File: config.mk
export PLATFORM = sky130hd
export DESIGN_NAME = cnt_5s_ctrl
export DESIGN_NICKNAME = d
export VERILOG_FILES = /design/src/rtl/cnt_5s_ctrl.sv
export SDC_FILE = /design/constraint.sdc
export NUM_CORES = 1
export LEC_CHECK = 0
export CORE_UTILIZATION = 43
export DETAILED_ROUTE_END_ITERATION = 7
export MAX_ROUTING_LAYER = met4
export PLACE_DENSITY = 0.75
export SLEW_MARGIN = 15
export SYNTH_ARGS = -nofsm -noshare
export SYNTH_HDL_FRONTEND = slang
export SYNTH_SLANG_ARGS = --single-unit
File: constraint.sdc
create_clock -name clk -period 1.8 [get_ports clk]
set_input_delay 0.27 -clock clk [delete_from_list [all_inputs] [get_ports clk]]
set_output_delay 0.27 -clock clk [all_outputs]
set_load 0.01 [all_outputs]
File: src/rtl/cnt_5s_ctrl.sv
// rtl/cnt_5s_ctrl.sv - clk_out divider and round/abort/timeout sequencer for the 5 s interval counter
module cnt_5s_ctrl #(
    parameter int DIV_HALF      = 25_000_000,
    parameter int ROUNDS        = 1,
    parameter int TIMEOUT_TICKS = 8
) (
    input  logic       clk,
    input  logic       rst_n,
    input  logic       start,
    input  logic       abort,
    input  logic       cnt_out_5s,
    output logic       clk_out,
    output logic       en_cnt_5s,
    output logic       busy,
    output logic       done,
    output logic       timeout_err,
    output logic [3:0] round_cnt
);
    localparam int              DW       = $clog2(DIV_HALF);
    localparam logic [DW-1:0]   DIV_LAST = DW'(DIV_HALF - 1);
    localparam logic [3:0]      ROUNDS_L = 4'(ROUNDS);
    localparam logic [3:0]      TMO_LAST = 4'(TIMEOUT_TICKS - 1);

    typedef enum logic [1:0] {
        S_IDLE  = 2'd0,
        S_RUN   = 2'd1,
        S_CLEAR = 2'd2
    } state_t;

    state_t        state;
    state_t        state_nxt;
    logic [DW-1:0] div_cnt;
    logic          div_wrap;
    logic          tick_fall;
    logic          ack_meta;
    logic          ack_s;
    logic          start_pend;
    logic          abort_pend;
    logic          aborted;
    logic [3:0]    tmo_cnt;
    logic          tmo_last;
    logic          seq_end;
    logic          go_run;
    logic          finish;
    logic          next_round;

    assign div_wrap  = (div_cnt == DIV_LAST);
    assign tick_fall = div_wrap & clk_out;

    always_ff @(posedge clk or negedge rst_n) begin
        if (!rst_n) begin
            div_cnt <= '0;
            clk_out <= 1'b0;
        end else if (div_wrap) begin
            div_cnt <= '0;
            clk_out <= ~clk_out;
        end else begin
            div_cnt <= div_cnt + DW'(1);
        end
    end

    // cnt_out_5s lives in the clk_out domain
    always_ff @(posedge clk or negedge rst_n) begin
        if (!rst_n) begin
            ack_meta <= 1'b0;
            ack_s    <= 1'b0;
        end else begin
            ack_meta <= cnt_out_5s;
            ack_s    <= ack_meta;
        end
    end

    assign tmo_last   = (tmo_cnt == TMO_LAST);
    assign seq_end    = aborted | timeout_err | (round_cnt == ROUNDS_L);
    assign go_run     = tick_fall & (state == S_IDLE) & start_pend;
    assign finish     = tick_fall & (state == S_CLEAR) & ~ack_s & seq_end;
    assign next_round = tick_fall & (state == S_CLEAR) & ~ack_s & ~seq_end;

    always_ff @(posedge clk or negedge rst_n) begin
        if (!rst_n) begin
            state <= S_IDLE;
        end else begin
            state <= state_nxt;
        end
    end

    // Transitions only on tick_fall so en_cnt_5s is settled around every clk_out rise
    always_comb begin
        state_nxt = state;
        if (tick_fall) begin
            case (state)
                S_IDLE:  if (start_pend) state_nxt = S_RUN;
                S_RUN:   if (ack_s || abort_pend || tmo_last) state_nxt = S_CLEAR;
                S_CLEAR: if (!ack_s) state_nxt = seq_end ? S_IDLE : S_RUN;
                default: state_nxt = S_IDLE;
            endcase
        end
    end

    always_comb begin
        en_cnt_5s = (state == S_RUN);
        busy      = (state != S_IDLE);
    end

    always_ff @(posedge clk or negedge rst_n) begin
        if (!rst_n) begin
            start_pend  <= 1'b0;
            abort_pend  <= 1'b0;
            aborted     <= 1'b0;
            tmo_cnt     <= 4'd0;
            round_cnt   <= 4'd0;
            timeout_err <= 1'b0;
            done        <= 1'b0;
        end else begin
            done <= finish & ~aborted & ~timeout_err;

            if (go_run) begin
                start_pend <= 1'b0;
            end else if (start && state == S_IDLE) begin
                start_pend <= 1'b1;
            end

            if (finish) begin
                abort_pend <= 1'b0;
            end else if (abort && state != S_IDLE) begin
                abort_pend <= 1'b1;
            end

            if (go_run) begin
                round_cnt   <= 4'd0;
                timeout_err <= 1'b0;
                tmo_cnt     <= 4'd0;
            end

            // Ack outranks abort and timeout on the same tick
            if (tick_fall && state == S_RUN) begin
                if (ack_s) begin
                    round_cnt <= round_cnt + 4'd1;
                end else if (abort_pend) begin
                    aborted <= 1'b1;
                end else if (tmo_last) begin
                    timeout_err <= 1'b1;
                end else begin
                    tmo_cnt <= tmo_cnt + 4'd1;
                end
            end

            if (finish) begin
                aborted <= 1'b0;
            end

            if (next_round) begin
                tmo_cnt <= 4'd0;
            end
        end
    end
endmodule

Yosys cells after proc, flatten, opt, wreduce, memory -nomap -nowiden
Index checks and enable logic that the tools add are counted.
{"block": "word_totals", "reg_bits": 43, "in_bits": 5, "out_inout_bits": 9, "word_cells": 81}
{"block": "op_classes", "n_addsub": 3, "n_eq_ne": 9, "n_mux": 28, "n_bitwise": 16, "n_reduce_logical": 13}
{"cell": "$mux W4", "n": 9}
{"cell": "$add A25 B1 Y25 const B", "n": 1}
{"cell": "$eq A25 B25 Y1 const B", "n": 1}
{"cell": "$mux W25", "n": 1}
{"cell": "$mux W1", "n": 14}
{"cell": "$reduce_bool A2 Y1", "n": 5}
{"cell": "$and A1 B1 Y1", "n": 9}
{"cell": "$add A4 B1 Y4 const B", "n": 2}
{"cell": "$mux W2", "n": 3}
{"cell": "$pmux W2 S3", "n": 1}
{"cell": "$not A1 Y1", "n": 5}
{"cell": "$eq A4 B1 Y1 const B", "n": 1}
{"cell": "$eq A4 B3 Y1 const B", "n": 1}
{"cell": "$ne A2 B1 Y1 const B", "n": 2}
{"cell": "$ne A2 B2 Y1 const B", "n": 2}
{"cell": "$reduce_and A4 Y1", "n": 1}
{"cell": "$logic_and A1 B1 Y1", "n": 3}
{"cell": "$reduce_and A3 Y1", "n": 1}
{"cell": "$eq A2 B1 Y1 const B", "n": 1}
{"cell": "$eq A2 B2 Y1 const B", "n": 1}
{"cell": "$logic_not A2 Y1", "n": 1}
{"cell": "$logic_or A1 B1 Y1", "n": 2}
{"cell": "$or A1 B1 Y1", "n": 2}

Depth between registers and ports, before layout
{"block": "logic_depth", "ltp_word": 10, "mapped_depth": 6, "depth_no_buf": 6}

Least setup slack after synthesis
Ideal clock, no wire load.
{"block": "synth_timing", "path_type": "register -> register", "start": "register div_cnt[15]", "end": "register tmo_cnt[2]", "setup_time_ns": 0.128, "t_arrival_ns": 1.761, "required_ns": 1.672, "slack_ns": -0.090, "stages_incl_launch_ff": 6, "path_buffers": 0, "synth_period_minus_slack_ns": 1.890, "cell_sequence": "dfrtp_1 -> or4b_4 -> nor4_4 -> nand2_2 -> nor3b_4 -> nor3_2"}
{"block": "synth_via", "elab_chain_cells": 10, "elab_cells_between_ends": 14, "cone_classes": "eq/ne: 1; mux: 6; bitwise: 6; reduce/logical: 1"}
{"item": "start, declared", "line_no": "32", "rtl": "logic [DW-1:0] div_cnt;"}
{"item": "start signal, assigned", "line_no": "58", "rtl": "div_cnt <= div_cnt + DW'(1);"}
{"item": "$eq A25 B25 Y1 (*)", "line_no": "47", "rtl": "assign div_wrap = (div_cnt == DIV_LAST);"}
{"item": "$and A1 B1 Y1 (*)", "line_no": "48", "rtl": "assign tick_fall = div_wrap & clk_out;"}
{"item": "$and A1 B1 Y1 (2 in series)", "line_no": "75", "rtl": "assign go_run = tick_fall & (state == S_IDLE) & start_pend;"}
{"item": "$mux W4", "line_no": "129", "rtl": "if (go_run) begin"}
{"item": "$mux W4", "line_no": "141", "rtl": "end else if (tmo_last) begin"}
{"item": "$mux W4", "line_no": "139", "rtl": "end else if (abort_pend) begin"}
{"item": "$mux W4", "line_no": "137", "rtl": "if (ack_s) begin"}
{"item": "$mux W4", "line_no": "136", "rtl": "if (tick_fall && state == S_RUN) begin"}
{"item": "$mux W4 (*)", "line_no": "152", "rtl": "if (next_round) begin"}
{"item": "end signal, assigned", "line_no": "144", "rtl": "tmo_cnt <= tmo_cnt + 4'd1;"}
{"item": "end, declared", "line_no": "40", "rtl": "logic [3:0] tmo_cnt;"}
Mark *: on every way between the ends. The rest lies on a longest branch, timed or not.
A chain may end at the register's enable or synchronous reset.

Final worst setup path
{"block": "layout_timing", "start": "register div_cnt[10]", "end": "register tmo_cnt[3]"}
Same word-level chain as after synthesis.

==> flow_summary.ini <==
[finish]
fin_util = 0.625
layout-drive-gt1-share = 0.329
area_growth_pct = 37.8
layout.nets = 290
diodes = 0
num-fill-cells = 419

[outcome]
outcome = finished with violations
violations = negative setup slack

[worst_setup_path]
cp-start-kind = register
critPathBufInv = 1
max_stage_delay_ps = 580
critPathTopFamily = simple AND/OR/NAND/NOR gates
worst_setup_path_end_kind = register
critical_path_class = reg2reg
cp_data_arrival_time_ps = 2030
path_cells = or4b_4, nor4_4, buf_6, nand2_4, nor3b_4, nor3_2
worstPathRequired_ps = 1970
cp_max_fo = 5
critical-path-slowest-cell = or4b_4

[global_route]
grt_pass1_wl_um = 8340
grt_max_degree = 25
grt_pass1_vias = 1837
antenna_found_initial = 0
overflow = 0
grt_usage = 0.214

[synthesis]
synth_xor_area_frac = 0.0721
synth-main-ff-cell = dfrtp_1
yosysTopAreaCell = dfrtp_1
synth-compound-area-share = 0.0990
ys_ff_latch = 43
syn_inst = 216
synthArstFlopShare = 1.00
synth_warnings = 0
yosys-top-cells-count = dfrtp_1 (43), nor2_1 (26), nand3_1 (17)
synth_fa_ha_area_frac = 0.0229
muxShareOfSynthArea = 0.00458
yosysTopAreaCellShare = 0.492
synth_simple_gate_area_share = 0.293
syn-cell-area_sq_mm = 0.00219
synth_cell_types = 47
synth.most_common_cell = dfrtp_1
synth_edf_count = 0
synth.yosys.seq_area_share = 0.492
synthesis.nets = 225
synth.avg_cell_area_sq_um = 10.1
synth_top_family_by_area = simple AND/OR/NAND/NOR gates
netlist_top_cells_area = dfrtp_1 (49%), nor2_1 (4.5%), nand3_1 (3.9%)

[floorplan]
ios = 14
core_sq_mm = 0.00482
die-area_sq_mm = 0.00537
start_util = 0.454
fp-row-count = 25
die_w_um = 73.3
die_h_um = 73.3

[drt]
ant_nets = 0
drt-total-wl_um = 5070
drcViolationCount = 0
avgViaCountPerCell = 5.50
wl_per_cell_um = 14.6
drt_pre_antenna_iters = 4
vias = 1909
drtIter0Drc = 110

[place]
routabilityCongestion = 0.844
dp_hpwl_um = 3640
port_buffers = 13

[clock_tree]
cts.clk_slew.worst_paths_ps = 70
cts_tree = yes
cts_sinks = 43
cts_buffer_depth = 2
numCtsBuffers = 5
cts.htree.levels = 2
clock-root-buffer = clkbuf_8
clk_latency_ps = 300

[sta]
finClkSkew_ps = 7.51
tightest_slew_ps = 466
relSlewSlack = 0.689
setup_slack_ps = -56.7
tns_ps = -293
min_period_ps = 1860
fmax_mhz = 539
hold_viol = 0
setup_viol = 9
fin_crit_sh = 1.03
slew_viol_final = 0
rsz0062_at_grt = yes

[pwr]
leakage_nw = 1.39
vdd_drop_max_mv = 0.377
powerDensity_mw_per_mm2 = 521

[min_path]
hp-class = reg2reg

[job]
drv_cap = 0
[registers in the layout (all words and copies together), names as in the netlist, 2 cells and up]
register   flops
div_cnt       25
round_cnt      4
tmo_cnt        4
state          2
[path summary, 6_finish.rpt]
check | startpoint | endpoint | depth (start not counted) | slack, ps
hold reg to reg | ack_meta | ack_s | 0 | 350
min in group asynchronous | rst_n | aborted | 2 | 460
setup / recovery | div_cnt[10] | tmo_cnt[3] | 6 | -60
max in group asynchronous | rst_n | div_cnt[15] | 3 | 850
setup reg to reg | div_cnt[10] | tmo_cnt[3] | 6 | -60
hold / removal | ack_meta | ack_s | 0 | 350
[logic make-up (layout without fill, tap and decap cells)]
logic type / Yosys count / after routing
XOR/XNOR: 18 / 18
flip-flops: 43 / 43
buffers and inverters: 8 / 71
adder cells (fa/ha/maj): 4 / 4
AO/OA/AOI/OAI: 37 / 37
multiplexers: 1 / 1
AND/OR/NAND/NOR: 105 / 106
[cell type report]
class	instances	area [sq um]	share of cell area
well taps	67	83.8	0.0278
multi-input cells	166	1240	0.413
inverters	6	22.5	0.00748
flip-flops and latches	43	1080	0.357
repair buffers	59	514	0.171
clock buffers	6	72.6	0.0241
[per-layer routing]
metal,up-vias,track usage,share of wire
li1,908,-,-
met1,942,0.266,0.44
met2,52,0.338,0.50
met3,7,0.0480,0.049
met4,0,0.0897,0.019
met5,-,-,0
[metrics by stage]
step | std cells | hold slack (ps) | power [mW] | setup slack [ps] | instance area [sq um]
2_1_floorplan | 216 | -25.6 | 0.990 | 5.29 | 2190
3_3_place_gp | 331 | 248 | 1.02 | -11.5 | 2680
3_5_place_dp | 331 | 247 | 1.02 | -82.4 | 2680
4_1_cts | 342 | 355 | 1.59 | -17.1 | 2830
5_1_grt | 347 | 374 | 1.62 | -183 | 3010
6_report | 347 | 352 | 1.57 | -56.7 | 3010
[timing repair]
action	in CTS	in global routing
pin swaps	5	20
gates cloned	1	0
setup buffers	3	5
gates resized for setup	12	44
hold buffers	1	0
hold endpoints to repair	19	0
setup endpoints to repair	18	33
[cell usage in the layout (no fill, tap or decap), types with 7 or more instances in the layout]
master | Yosys | routed
nor2_1 | 26 | 17
xor2_1 | 9 | 8
o21ai_1 | 2 | 10
dfrtp_1 | 43 | 43
nand2_1 | 16 | 14
nand3_1 | 17 | 16
nor2_4 | 0 | 7
clkdlybuf4s50_1 | 0 | 10
xnor2_1 | 9 | 9
buf_4 | 1 | 39
[report_power, final]
| group | total (mW) | switching [mW] | internal, mW |
|---|---|---|---|
| sequential | 0.968 | 0.000724 | 0.968 |
| clock | 0.564 | 0.306 | 0.259 |
| combinational | 0.0374 | 0.0229 | 0.0145 |
| total | 1.57 | 0.329 | 1.24 |
Power figures use the tool's default switching activity.
